## src/rtl/bus_arbiter_rr.sv

```systemverilog
// Round-robin N-master bus arbiter with registered one-hot grant and direct hand-over.
// Optional owner preemption after MAX_HOLD cycles when ARB_TIMEOUT_EN is defined.
module bus_arbiter_rr #(
  parameter int unsigned NUM_MASTERS = 2,
  parameter int unsigned MAX_HOLD    = 16,
  localparam int unsigned ID_W       = $clog2(NUM_MASTERS)
) (
  input  logic                   clk,
  input  logic                   reset_n,
  input  logic [NUM_MASTERS-1:0] m_req,
  output logic [NUM_MASTERS-1:0] m_grant,
  output logic [ID_W-1:0]        m_grant_id,
  output logic                   m_busy
);

  if (NUM_MASTERS < 2 || NUM_MASTERS > 16) begin : g_bad_num_masters
    $error("bus_arbiter_rr: NUM_MASTERS must be in 2..16");
  end
  if (MAX_HOLD < 2) begin : g_bad_max_hold
    $error("bus_arbiter_rr: MAX_HOLD must be >= 2");
  end

  typedef enum logic [0:0] {StIdle, StGrant} state_e;

  state_e                 state_q;
  logic [NUM_MASTERS-1:0] grant_q;
  logic [ID_W-1:0]        grant_id_q;
  logic [ID_W-1:0]        last_q;
  logic                   busy_q;

  logic [NUM_MASTERS-1:0] cand;
  logic [NUM_MASTERS-1:0] pick_oh;
  logic [ID_W-1:0]        pick_id;
  logic                   pick_vld;
  logic [ID_W-1:0]        idx_id;
  int unsigned            idx;
  logic                   owner_req;
  logic                   preempt;
  logic                   take;

  // The current owner is masked out, so a hit always means a different master.
  // While granted, last_q equals the owner, so one search serves both states.
  always_comb begin
    cand     = m_req & ~grant_q;
    pick_vld = 1'b0;
    pick_id  = '0;
    pick_oh  = '0;
    idx      = 0;
    idx_id   = '0;
    for (int unsigned i = 0; i < NUM_MASTERS; i++) begin
      idx    = (32'(last_q) + 32'd1 + i) % NUM_MASTERS;
      idx_id = ID_W'(idx);
      if (!pick_vld && cand[idx_id]) begin
        pick_vld = 1'b1;
        pick_id  = idx_id;
      end
    end
    pick_oh[pick_id] = pick_vld;
  end

  assign owner_req = m_req[grant_id_q];

`ifdef ARB_TIMEOUT_EN
  localparam int unsigned HOLD_W = $clog2(MAX_HOLD);
  localparam logic [HOLD_W-1:0] HoldMax = HOLD_W'(MAX_HOLD - 1);

  logic [HOLD_W-1:0] hold_q;

  assign preempt = (hold_q == HoldMax) && pick_vld;

  // Counts cycles of the current ownership; saturates when nobody is waiting.
  always_ff @(posedge clk or negedge reset_n) begin
    if (!reset_n) begin
      hold_q <= '0;
    end else if (take) begin
      hold_q <= '0;
    end else if (state_q == StGrant && hold_q != HoldMax) begin
      hold_q <= hold_q + HOLD_W'(1);
    end
  end
`else
  assign preempt = 1'b0;
`endif

  always_comb begin
    take = 1'b0;
    unique case (state_q)
      StIdle:  take = pick_vld;
      StGrant: take = pick_vld && (!owner_req || preempt);
      default: take = 1'b0;
    endcase
  end

  always_ff @(posedge clk or negedge reset_n) begin
    if (!reset_n) begin
      state_q    <= StIdle;
      grant_q    <= '0;
      grant_id_q <= '0;
      busy_q     <= 1'b0;
      last_q     <= ID_W'(NUM_MASTERS - 1);
    end else begin
      unique case (state_q)
        StIdle: begin
          if (take) begin
            state_q    <= StGrant;
            grant_q    <= pick_oh;
            grant_id_q <= pick_id;
            busy_q     <= 1'b1;
            last_q     <= pick_id;
          end
        end
        StGrant: begin
          if (take) begin
            grant_q    <= pick_oh;
            grant_id_q <= pick_id;
            last_q     <= pick_id;
          end else if (!owner_req) begin
            state_q    <= StIdle;
            grant_q    <= '0;
            grant_id_q <= '0;
            busy_q     <= 1'b0;
          end
        end
        default: state_q <= StIdle;
      endcase
    end
  end

  assign m_grant    = grant_q;
  assign m_grant_id = grant_id_q;
  assign m_busy     = busy_q;

endmodule

```

## config.mk

```make
export PLATFORM = sky130hd
export DESIGN_NAME = bus_arbiter_rr
export DESIGN_NICKNAME = d
export VERILOG_FILES = /design/src/rtl/bus_arbiter_rr.sv
export SDC_FILE = /design/constraint.sdc
export NUM_CORES = 1
export LEC_CHECK = 0
export CAP_MARGIN = 20
export CORE_AREA = 2 2 39 41
export DETAILED_ROUTE_END_ITERATION = 6
export DIE_AREA = 0 0 41 43
export DONT_BUFFER_PORTS = 1
export PLACE_DENSITY = 0.4
export SYNTH_ARGS = -nofsm -noshare
export SYNTH_HDL_FRONTEND = slang
export SYNTH_SLANG_ARGS = --single-unit
```

## constraint.sdc

```tcl
create_clock -name clk -period 1.1 [get_ports clk]
set_input_delay 0.33 -clock clk [delete_from_list [all_inputs] [get_ports clk]]
set_output_delay 0.33 -clock clk [all_outputs]
set_load 0.02 [all_outputs]
```

After elaboration in Yosys (flattened, before gate mapping) --
Index checks and enable logic that the tools add are counted.
Word-level totals: bits in latches 0, input port bits 4, RAM bits 0, bits in read-only memories 0, output and inout bits 4, register bits 6, logic and storage cells 55, memories 0
Cells by class: reduce and logical (&&, ||, !) cells 7, add/sub/neg operators 2, order comparisons 5, shift-type cells 0, divide/modulo/power cells 0, bitwise operators 4, equality and inequality tests 4, $mul 0, muxes and demuxes 28
Operators with widths (count):
- $mux 1 | 19
- $lt 1x2->1 const B | 4
- $pmux 1 s2 | 4
- $mux 2 | 3
- $ne 2x2->1 const B | 3
- $and 2x2->2 | 2
- $pmux 2 s2 | 1
- $logic_and 1x1->1 | 3
- $ne 3x2->1 const B | 1
- $reduce_and 3->1 | 1
- $add 1x1->1 const B | 2
- $logic_not 1->1 | 2
- $not 2->2 | 1
- $reduce_and 2->1 | 1
- $demux 1 s1 | 1
- $ge 1x1->1 const B | 1
- $not 1->1 | 1

Depth between registers and ports, before layout --
Gate-level depths: netlist of run 1.
depth after elaboration 15, gate-level depth with buffers 4, depth with buffers taken out 4

Least setup slack after synthesis of run 1 --
Ideal clock, no wire load.
path kind reg-to-reg, start reg grant_id_q, in the netlist m_grant_id, end reg grant_q[0], in the netlist m_grant[0], arrival time 1206 ps, buffers on the path 0, setup slack -227 ps, setup time 121 ps, cell stages (with the launch flop) 5, required time 979 ps, clock period less this slack 1327 ps, path through dfrtp_1 > mux2i_1 > nor2_1 > o21bai_4 > a22o_1
On the way: longest elaborated chain between the ends 7, elaborated cells on any way between the ends 10, those cells by class eq/ne (2); mux (5); reduce/logical (3)
RTL lines:
- start, declared | RTL line 27 | logic [ID_W-1:0] grant_id_q;
- start signal, assigned | RTL line 107 | grant_id_q <= pick_id;
- start signal, assigned | RTL line 115 | grant_id_q <= pick_id;
- $mux 1 (not written as such) (*) (2 in a row) | RTL line 61 | assign owner_req = m_req[grant_id_q];
- $logic_not 1->1
- $logic_and 1x1->1 | RTL line 89 | StGrant: take = pick_vld && (!owner_req || preempt);
- $pmux 1 s2 | RTL line 87 | unique case (state_q)
- $mux 2, or another cell as far along | RTL line 113 | if (take) begin
- $pmux 2 s2 / $reduce_and 2->1 (equally long branches)
- end signal, assigned | RTL line 106 | grant_q <= pick_oh;
- end signal, assigned | RTL line 114 | grant_q <= pick_oh;
- end, declared | RTL line 26 | logic [NUM_MASTERS-1:0] grant_q;
Every way passes the cells marked *; elsewhere a longest branch is shown, timed or not. The select of a mux whose other input is x is not followed. A chain may end at the register's enable or synchronous reset.

Worst setup path in the final report of run 1 --
Ends and elaborated chain as after synthesis.

==> results by group, run 1 <==
Placed design
  • Dpl ws: -142 ps
  • Post-detail-place hpwl: 509 um
  • Placed inst area: 375 um^2
  • Port buffer count: 0
  • Gpl congestion: 0.721

Finish
  • Post-Layout Inst Area: 458 um^2
  • Commonest non-fill, non-tap cells in the layout: buf_4 (8), dfrtp_1 (4), nor2_1 (3), clkbuf_4 (3)
  • Reg area: 153 um^2
  • Multi-input logic area: 159 um^2
  • Net count, final: 47
  • Final core occ: 0.331
  • P&R area growth vs syn: 55.7%
  • ANT cells: 0
  • Most common cell after layout, fill and taps aside: buf_4
  • Ratio of cells with drive above 1 in the final layout: 0.548
  • FILL cells: 155

STA
  • Final number of setup-violating endpoints: 7
  • Pins Over Slew Limit: 0
  • RSZ-0062 raised after global routing: true
  • Fin. Hold Viols: 0
  • Clock Skew: 7.14 ps
  • Max Fclk: 835 MHz
  • Final period util: 1.09
  • Least-Margin Pin Slew: 286 ps
  • Min setup slack post-route: -97.5 ps
  • WHS: 303 ps
  • Post-route setup TNS: -439 ps
  • Fin crit period: 1200 ps
  • Relative slew slack: 0.809

Worst hold path
  • Hold Crit Class: in -> reg
  • Hold path startpoint: m_req[0]

GRT
  • Vias in the first global route: 300
  • Largest net degree at the start of global routing: 7
  • GRT Overall Usage: 0.111
  • First-pass GRT wire length: 1200 um
  • Congestion Overflow GR: 0
  • Initial antenna violation count: 0

Synth
  • Top FF cell, synth: dfrtp_1
  • Unique masters post-synth: 16
  • Main area contributors after synthesis: dfrtp_1 (43%), dfstp_2 (8.9%), nand2b_1 (6.4%), o21bai_4 (6.4%), a21o_2 (6.0%)
  • Mean post-synth cell area: 10.9 um^2
  • Largest area contributor in the synthesized netlist: dfrtp_1
  • Synthesis Warnings: 0
  • Post-synth ARST share: 1.00
  • Seq cells post-synth: 6
  • Net count after synthesis: 31
  • Mapped Area: 294 um^2
  • Yosys top cell area share: 0.426
  • Syn Inst Count: 27
  • Sequential area share after synthesis: 0.515
  • Post-synth EDFFs: 0

Route
  • DRC Markers: 0
  • DR iter-0 viols: 5
  • Wire per inst: 11.5 um
  • M1 WL: 268 um
  • DR WL met3: 51 um
  • Met2 wire length: 342 um
  • Drt pass-1 iters: 4
  • Top layer in use: met4
  • Vias: 254
  • Drt total wl: 668 um
  • Post-route ant nets: 0
  • DR vias/cell: 4.38

Clock tree
  • H-tree Lvls: 1
  • CTS tree: done
  • Clock slew at reported path FFs: 50 ps
  • Clock Latency Late Sink: 250 ps
  • Num Clock Sinks: 6
  • Total CTS buffers: 3
  • Clock Path Buffers: 2
  • Root buffer cell: clkbuf_4

Floorplan
  • Die width: 41 um
  • IO Pins: 8
  • Initial core utilization: 0.212
  • Number of core rows: 14
  • CORE AREA: 1380 um^2
  • Die area: 1760 um^2
  • Die Y: 43 um

Outcome
  • Failing checks: negative setup slack
  • Run status: complete, but fails checks

Setup path
  • Buf+Inv Stages, Crit Path: 1
  • CP Class: reg -> reg
  • CP delay by family, top: compound AO/OA/AOI/OAI gates
  • Startpoint types: register
  • CP arrival: 1320 ps
  • RR Startpoint: m_grant_id$_DFFE_PN0P_
  • Worst-path cell chain: buf_4, nand2b_1, o32ai_2, a21o_1, a22o_1
  • Worst path max stage delay: 410 ps
  • CP startpoint: m_grant_id$_DFFE_PN0P_
  • Max Fanout on Critical Path: 4
  • CP endpoint kind: register
  • CP max-delay cell: dfrtp_2
  • Critical Path RT: 1230 ps

Pwr
  • Peak VDD IR: 0.902 mV
  • P_leak: 0.223 nW
  • PwrDens: 2930 nW/um^2

Job
  • Max cap viols: 0
==> metrics by stage <==
stage                     power (W)  instances
after floorplan            0.000771         27
after global placement      0.00100         51
after detailed placement    0.00101         51
after CTS                   0.00135         58
after global routing        0.00146         58
final                       0.00134         58
==> kinds of logic after synthesis <==
| kind of cell | Yosys count | share of synthesized area |
|---|---|---|
| AO/OA/AOI/OAI | 10 | 0.298 |
| buffers and inverters | 2 | 0.0255 |
| flip-flops | 6 | 0.515 |
| multiplexers | 1 | 0.0340 |
| AND/OR/NAND/NOR | 8 | 0.128 |
==> registers in the layout (all words and copies together) (netlist names) <==
name / cells
last_q: 1
m_busy: 1
m_grant: 2
m_grant_id: 1
state_q: 1
==> Yosys cell counts (2+ instances only) <==
library cell	instances
nand2b_1	3
dfrtp_1	5
nor2_1	4
a21o_2	2
inv_1	2
==> worst register-to-register path: cells and delay by family (launching register included) <==
family / cells / cell delay [ps]
AOI/OAI and AO/OA: 3 / 420
DFF: 1 / 410
buffers and inverters: 1 / 170
and+or+nand+nor: 1 / 90
==> routing by layer <==
layer,GRT usage,up-vias
li1,-,125
met1,0.122,122
met2,0.147,5
met3,0.0576,2
met4,0.100,0
met5,0,-
==> final timing paths <==
kind | end | slack [ps] | cells after the start
min in group asynchronous | state_q$_DFF_PN0_ | 400 | 1
setup / recovery | m_grant[0]$_DFFE_PN0P_ | -100 | 5
max in group asynchronous | last_q$_DFFE_PN1P_ | 420 | 1
hold / removal | state_q$_DFF_PN0_ | 300 | 2
setup reg to reg | m_grant[0]$_DFFE_PN0P_ | -100 | 5
hold reg to reg | last_q$_DFFE_PN1P_ | 600 | 3
==> where the power goes <==
group	internal [W]	total, W	switching (W)
logic	0.000393	0.000706	0.000313
clock network	0.000138	0.000220	0.0000822
registers	0.000336	0.000417	0.0000807
total	0.000866	0.00134	0.000476
==> repair_timing <==
item	in CTS	in global routing
pin swaps	4	0
hold buffers	1	0
gates resized for setup	5	2
setup buffers	2	0
endpoints found under the hold margin	6	0
setup endpoints to repair	8	8
cloned	0	0
==> cell type report <==
| class | count | area share |
|---|---|---|
| clock buffers | 4 | 0.0574 |
| well taps | 16 | 0.0437 |
| inverters | 2 | 0.0164 |
| multi-input cells | 19 | 0.347 |
| flip-flops and latches | 6 | 0.333 |
| repair buffers | 11 | 0.202 |
Power figures use the tool's default switching activity.
==> run 2, diff against run 1 <==
--- a/config.mk
+++ b/config.mk
@@ -10,6 +10,7 @@
 export DETAILED_ROUTE_END_ITERATION = 6
 export DIE_AREA = 0 0 41 43
 export DONT_BUFFER_PORTS = 1
+export GPL_ROUTABILITY_DRIVEN = 0
 export PLACE_DENSITY = 0.4
 export SYNTH_ARGS = -nofsm -noshare
 export SYNTH_HDL_FRONTEND = slang
==> results of run 2 <==
The final DEF is identical to that of run 1; final timing and power are the same.
